File: config.mk
export PLATFORM = sky130hd
export DESIGN_NAME = write_pointer_full_flat
export DESIGN_NICKNAME = d
export VERILOG_FILES = /design/src/rtl/write_pointer_full_if.sv /design/src/rtl/write_pointer_full.sv /design/src/flat_wrapper.sv
export SDC_FILE = /design/constraint.sdc
export NUM_CORES = 1
export LEC_CHECK = 0
export BUFFER_PORTS_ARGS = -buffer_cell sky130_fd_sc_hd__buf_2
export CORE_MARGIN = 8
export CORE_UTILIZATION = 50
export CTS_CLUSTER_SIZE = 14
export DETAILED_ROUTE_END_ITERATION = 7
export GPL_ROUTABILITY_DRIVEN = 1
export GPL_TIMING_DRIVEN = 0
export PLACE_DENSITY = 0.85
export SYNTH_ARGS = -nofsm -noshare
export SYNTH_HDL_FRONTEND = slang
export SYNTH_SLANG_ARGS = --single-unit
File: constraint.sdc
create_clock -name write_clk -period 4 [get_ports write_clk]
set_clock_uncertainty 0.05 [all_clocks]
set_input_delay 1.2 -clock write_clk [delete_from_list [all_inputs] [get_ports write_clk]]
set_output_delay 1.2 -clock write_clk [all_outputs]
set_load 0.02 [all_outputs]
File: src/rtl/write_pointer_full_if.sv
// Write-side FIFO pointer bundle: write request, synced read pointer, write address/pointer and flags.
// Latency: pure wiring, no storage.
// Backpressure: write_full refuses write_inc; refused writes only set write_overflow.
interface write_pointer_full_if #(
    parameter int address_size = 4
);
    logic                    write_inc;
    logic                    overflow_clear;
    logic [address_size:0]   read_pointer_s;
    logic                    write_en;
    logic [address_size-1:0] write_address;
    logic [address_size:0]   write_pointer;
    logic                    write_full;
    logic                    write_almost_full;
    logic [address_size:0]   write_count;
    logic                    write_overflow;

    // Producer side: issues writes and forwards the synchronized read pointer.
    modport master (
        output write_inc,
        output overflow_clear,
        output read_pointer_s,
        input  write_en,
        input  write_address,
        input  write_pointer,
        input  write_full,
        input  write_almost_full,
        input  write_count,
        input  write_overflow
    );

    // Pointer block side.
    modport slave (
        input  write_inc,
        input  overflow_clear,
        input  read_pointer_s,
        output write_en,
        output write_address,
        output write_pointer,
        output write_full,
        output write_almost_full,
        output write_count,
        output write_overflow
    );
endinterface

File: src/rtl/write_pointer_full.sv
// Write-domain pointer/flag generator for a dual-clock FIFO (binary counter, Gray pointer, full/almost-full/count/overflow).
// Latency: write_en/write_address combinational in request cycle; pointer, count and flags one write_clk edge later.
// Backpressure: write_full blocks write_en; a refused write leaves pointer/count unchanged and sets sticky write_overflow.
module write_pointer_full #(
    parameter int address_size          = 4,
    parameter int almost_full_threshold = (1 << address_size) - 2
) (
    input  logic                write_clk,
    input  logic                wreset,
    write_pointer_full_if.slave bus
);
    localparam logic [address_size:0] LP_AF_THR = (address_size + 1)'(almost_full_threshold);

    logic [address_size:0] r_wbin;
    logic [address_size:0] r_wgray;
    logic [address_size:0] r_count;
    logic                  r_full;
    logic                  r_almost_full;
    logic                  r_overflow;

    logic                  w_write_en;
    logic [address_size:0] w_wbin_next;
    logic [address_size:0] w_wgray_next;
    logic [address_size:0] w_full_match;
    logic [address_size:0] w_rbin;
    logic [address_size:0] w_count_next;
    logic                  w_full_next;
    logic                  w_almost_full_next;

    assign w_write_en   = bus.write_inc & ~r_full;
    assign w_wbin_next  = r_wbin + {{address_size{1'b0}}, w_write_en};
    assign w_wgray_next = (w_wbin_next >> 1) ^ w_wbin_next;

    // Full when the write pointer is exactly one lap ahead: top two Gray bits inverted, rest equal.
    assign w_full_match = {~bus.read_pointer_s[address_size:address_size-1],
                           bus.read_pointer_s[address_size-2:0]};
    assign w_full_next  = (w_wgray_next == w_full_match);

    // Gray-to-binary: each binary bit is the XOR of all Gray bits at or above it.
    always_comb begin
        w_rbin = '0;
        for (int i = 0; i <= address_size; i++) begin
            w_rbin[i] = ^(bus.read_pointer_s >> i);
        end
    end

    // Modulo subtraction always lands in 0..depth because the read pointer never passes the write pointer.
    assign w_count_next       = w_wbin_next - w_rbin;
    assign w_almost_full_next = (w_count_next >= LP_AF_THR);

    // Pointer and fill-level registers; read progress and the current write are folded into the same edge.
    always_ff @(posedge write_clk or posedge wreset) begin
        if (wreset) begin
            r_wbin        <= '0;
            r_wgray       <= '0;
            r_count       <= '0;
            r_full        <= 1'b0;
            r_almost_full <= 1'b0;
        end else begin
            r_wbin        <= w_wbin_next;
            r_wgray       <= w_wgray_next;
            r_count       <= w_count_next;
            r_full        <= w_full_next;
            r_almost_full <= w_almost_full_next;
        end
    end

    // Sticky overflow: a write attempt against a full FIFO wins over a same-cycle clear.
    always_ff @(posedge write_clk or posedge wreset) begin
        if (wreset) begin
            r_overflow <= 1'b0;
        end else if (bus.write_inc & r_full) begin
            r_overflow <= 1'b1;
        end else if (bus.overflow_clear) begin
            r_overflow <= 1'b0;
        end
    end

    assign bus.write_en          = w_write_en;
    assign bus.write_address     = r_wbin[address_size-1:0];
    assign bus.write_pointer     = r_wgray;
    assign bus.write_full        = r_full;
    assign bus.write_almost_full = r_almost_full;
    assign bus.write_count       = r_count;
    assign bus.write_overflow    = r_overflow;
endmodule

File: src/flat_wrapper.sv
// flat-port wrapper written by rule: the top's interface ports become plain ports
module write_pointer_full_flat 
#(
    parameter int address_size          = 4,
    parameter int almost_full_threshold = (1 << address_size) - 2
)
  (write_clk, wreset, bus_write_inc, bus_overflow_clear, bus_read_pointer_s, bus_write_en, bus_write_address, bus_write_pointer, bus_write_full, bus_write_almost_full, bus_write_count, bus_write_overflow);
  write_pointer_full_if #(.address_size(address_size)) bus_i ();
  input  logic write_clk;
  input  logic wreset;
  input wire logic [$bits(bus_i.write_inc)-1:0] bus_write_inc;
  input wire logic [$bits(bus_i.overflow_clear)-1:0] bus_overflow_clear;
  input wire logic [$bits(bus_i.read_pointer_s)-1:0] bus_read_pointer_s;
  output wire logic [$bits(bus_i.write_en)-1:0] bus_write_en;
  output wire logic [$bits(bus_i.write_address)-1:0] bus_write_address;
  output wire logic [$bits(bus_i.write_pointer)-1:0] bus_write_pointer;
  output wire logic [$bits(bus_i.write_full)-1:0] bus_write_full;
  output wire logic [$bits(bus_i.write_almost_full)-1:0] bus_write_almost_full;
  output wire logic [$bits(bus_i.write_count)-1:0] bus_write_count;
  output wire logic [$bits(bus_i.write_overflow)-1:0] bus_write_overflow;
  assign bus_i.write_inc = bus_write_inc;
  assign bus_i.overflow_clear = bus_overflow_clear;
  assign bus_i.read_pointer_s = bus_read_pointer_s;
  assign bus_write_en = bus_i.write_en;
  assign bus_write_address = bus_i.write_address;
  assign bus_write_pointer = bus_i.write_pointer;
  assign bus_write_full = bus_i.write_full;
  assign bus_write_almost_full = bus_i.write_almost_full;
  assign bus_write_count = bus_i.write_count;
  assign bus_write_overflow = bus_i.write_overflow;
  write_pointer_full #(.address_size(address_size), .almost_full_threshold(almost_full_threshold)) u_core (.write_clk(write_clk), .wreset(wreset), .bus(bus_i));
endmodule
==> results.md <==
* Most frequent cells in the layout: 26 x buf_2, 17 x dfrtp_1, 11 x xnor2_1, 10 x inv_1, 7 x xor2_1
* Final Cycle Share at 0.874
* Prevailing post-synth register cell: dfrtp_1
* Filler Cells Inserted at roughly 150
* Slack of the worst reg-to-reg path at roughly 1300 ps
* Clock transition at the registers of the reported paths at about 90 ps
* Final setup TNS at 0 ps
* I/O Buffers at 26
* Arrival @ worst endpoint at ~3700 ps
* Element type at the critical path end: register
* TritonCTS clock tree: done
* Commonest non-fill, non-tap cell in the layout: buf_2
* Worst-Margin Slew at between 600 and 700 ps
* Hold-fix buffers, CTS at 0
* Seq/Total Area, Yosys at 0.463
* Die height at about 59 µm
* Pleak at roughly 0.56 nW
* Antenna Cells at 0
* Initial antenna violation count at 0
* Crit path kind: input port to register
* 1st-pass router iterations at 4
* Max-slew violations at 0
* I/O Pins at 27
* Outcome: finished, final reports clean
* Total Routing Usage GR at 0.111
* Mapped Area at about 920 µm²
* Number of synthesized flops with an enable pin at 0
* Largest net degree at the start of global routing at 18
* Crit path required time at around 4200 ps
* Vias in the first global route at 675
* Residual DRC at 0
* Total Power at between 1 and 1.5 mW
* Max_slew headroom at 0.590
* Initial Util at 0.532
* Final weighted congestion in routability-driven placement at between 0.7 and 0.8
* Mapped Cells at ~80
* FF+latch count, synth at 17
* Vias per cell at a little under 5
* Post-CTS Setup Bufs at 0
* Syn_area_per_cell at 11.8 µm²
* Global-route wire length before repair at 2880 µm
* Max layer used: met4
* Die area at around 0.0035 mm²
* Starting DRT DRC Count at 11
* Final Hold Viols at 0
* RSZ-0062 raised after global routing: false
* Ys Warns at 0
* Chip Width at about 59 µm
* Power density cells at approximately 1000 mW/mm²
* CP Max Fanout at 3
* Max frequency at approximately 290 MHz
* Synth top area share at 0.463
* CTS Buffer Depth at 2
* Max H-tree Level at 1
* Post-Route M1 WL at about 740 µm
* Worst VDD drop at ~460 µV
* Share of cells above drive strength 1 at 0.315
* Max-cap violation count at 0
* Clk root buf: clkbuf_4
* Routed wl met3 at roughly 100 µm
* Layout area overhead at 20.4%
* Startpoint Class: input port
* Total CTS buffers at 3
* Detail Placement HPWL at around 1500 µm
* Std cell rows at 15
* Skew-Pair Late Insertion Delay at between 200 and 300 ps
* Nets@finish at roughly 120
* Core area at around 0.0017 mm²
* Async set-reset flop share out of synthesis at 1.00
* HP Class: register to register
* Routed wire per std cell at about 13 µm
* Post-cts sizing count at 0
* Final ANT Viol Nets at 0
* Fin crit period at about 3500 ps
* Final setup viols at 0
* Via Count at roughly 650
* Grt ovf at 0
* Dominant cells by area after synthesis: dfrtp_1 46%, xnor2_1 10%, ha_1 6.8%
* Final WL at between 1500 and 2000 µm
* Met2 wirelength from detailed routing at 861 µm
* Synth area leader: dfrtp_1
* CTS Sinks at 17
* Mapped Nets at just over 90
* Yosys cell types at 23
-- sequential cells by signal, indices dropped and copies added (netlist names) --
| signal | count |
|---|---|
| u_core.bus.write_almost_full | 1 |
| u_core.bus.write_pointer | 4 |
| u_core.bus.write_full | 1 |
| u_core.bus.write_count | 5 |
| u_core.r_wbin | 5 |
| u_core.bus.write_overflow | 1 |
-- cells by family after synthesis --
kind of cell	after synthesis	share of synthesized area
compound gates	9	0.0790
xor+xnor	21	0.240
fa+ha+maj	6	0.0899
buf+inv	10	0.0409
flops	17	0.463
simple gates	15	0.0872
-- per-layer routing --
layer | GRT usage | vias up
met2 | 0.192 | 26
met3 | 0.0239 | 7
met1 | 0.112 | 301
li1 | - | 314
met4 | 0.0922 | 0
met5 | 0 | -
-- Yosys cell counts, types with 2 or more instances --
| library cell | number |
|---|---|
| nor2b_1 | 2 |
| dfrtp_1 | 17 |
| o21ai_0 | 3 |
| xor2_1 | 7 |
| inv_1 | 10 |
| ha_1 | 5 |
| nand3_1 | 3 |
| nand2_1 | 5 |
| xnor2_1 | 11 |
| or3_1 | 2 |
-- per-stage QoR --
step,area (µm²),util,worst slack [ps],hold slack (ps),instances
CTS,1110,0.641,513,466,133
finish,1110,0.641,504,462,133
floorplan,918,-,485,551,78
detailed placement,1080,0.625,201,443,129
global placement,1080,0.625,278,436,129
global route,1110,0.641,342,526,133
-- where the power goes --
part           switching, mW  internal (mW)
combinational          0.429          0.290
sequential            0.0485          0.266
clock                 0.0513         0.0388
total                  0.528          0.595
-- final cells by class --
| class | count | area, µm² | area share |
|---|---|---|---|
| Clock buffer | 4 | 26.3 | 0.0238 |
| Timing Repair Buffer | 26 | 130 | 0.118 |
| Sequential cell | 17 | 425 | 0.385 |
| Tap cell | 25 | 31.3 | 0.0283 |
| Multi-Input combinational cell | 51 | 455 | 0.412 |
| Inverter | 10 | 37.5 | 0.0339 |
-- final timing paths --
kind                                  startpoint                           end  depth (start not counted)
setup / recovery           bus_read_pointer_s[3]  u_core.bus.write_almost_full                         11
hold / removal             u_core.bus.write_full     u_core.bus.write_overflow                          2
setup reg to reg           u_core.bus.write_full  u_core.bus.write_almost_full                          9
hold reg to reg            u_core.bus.write_full     u_core.bus.write_overflow                          2
max in group asynchronous                 wreset              u_core.r_wbin[4]                          2
min in group asynchronous                 wreset     u_core.bus.write_overflow                          2
-- worst max-delay path: stages --
cell and delay, ps:
buf_2 130, xor2_1 280, xnor2_1 200, xor2_1 300, xnor2_1 120, ha_1 220
fa_1 400, nor2b_1 160, o21ai_0 130, a311o_1 420, o211ai_2 90
No activity file was read; power rests on OpenSTA's default activity.
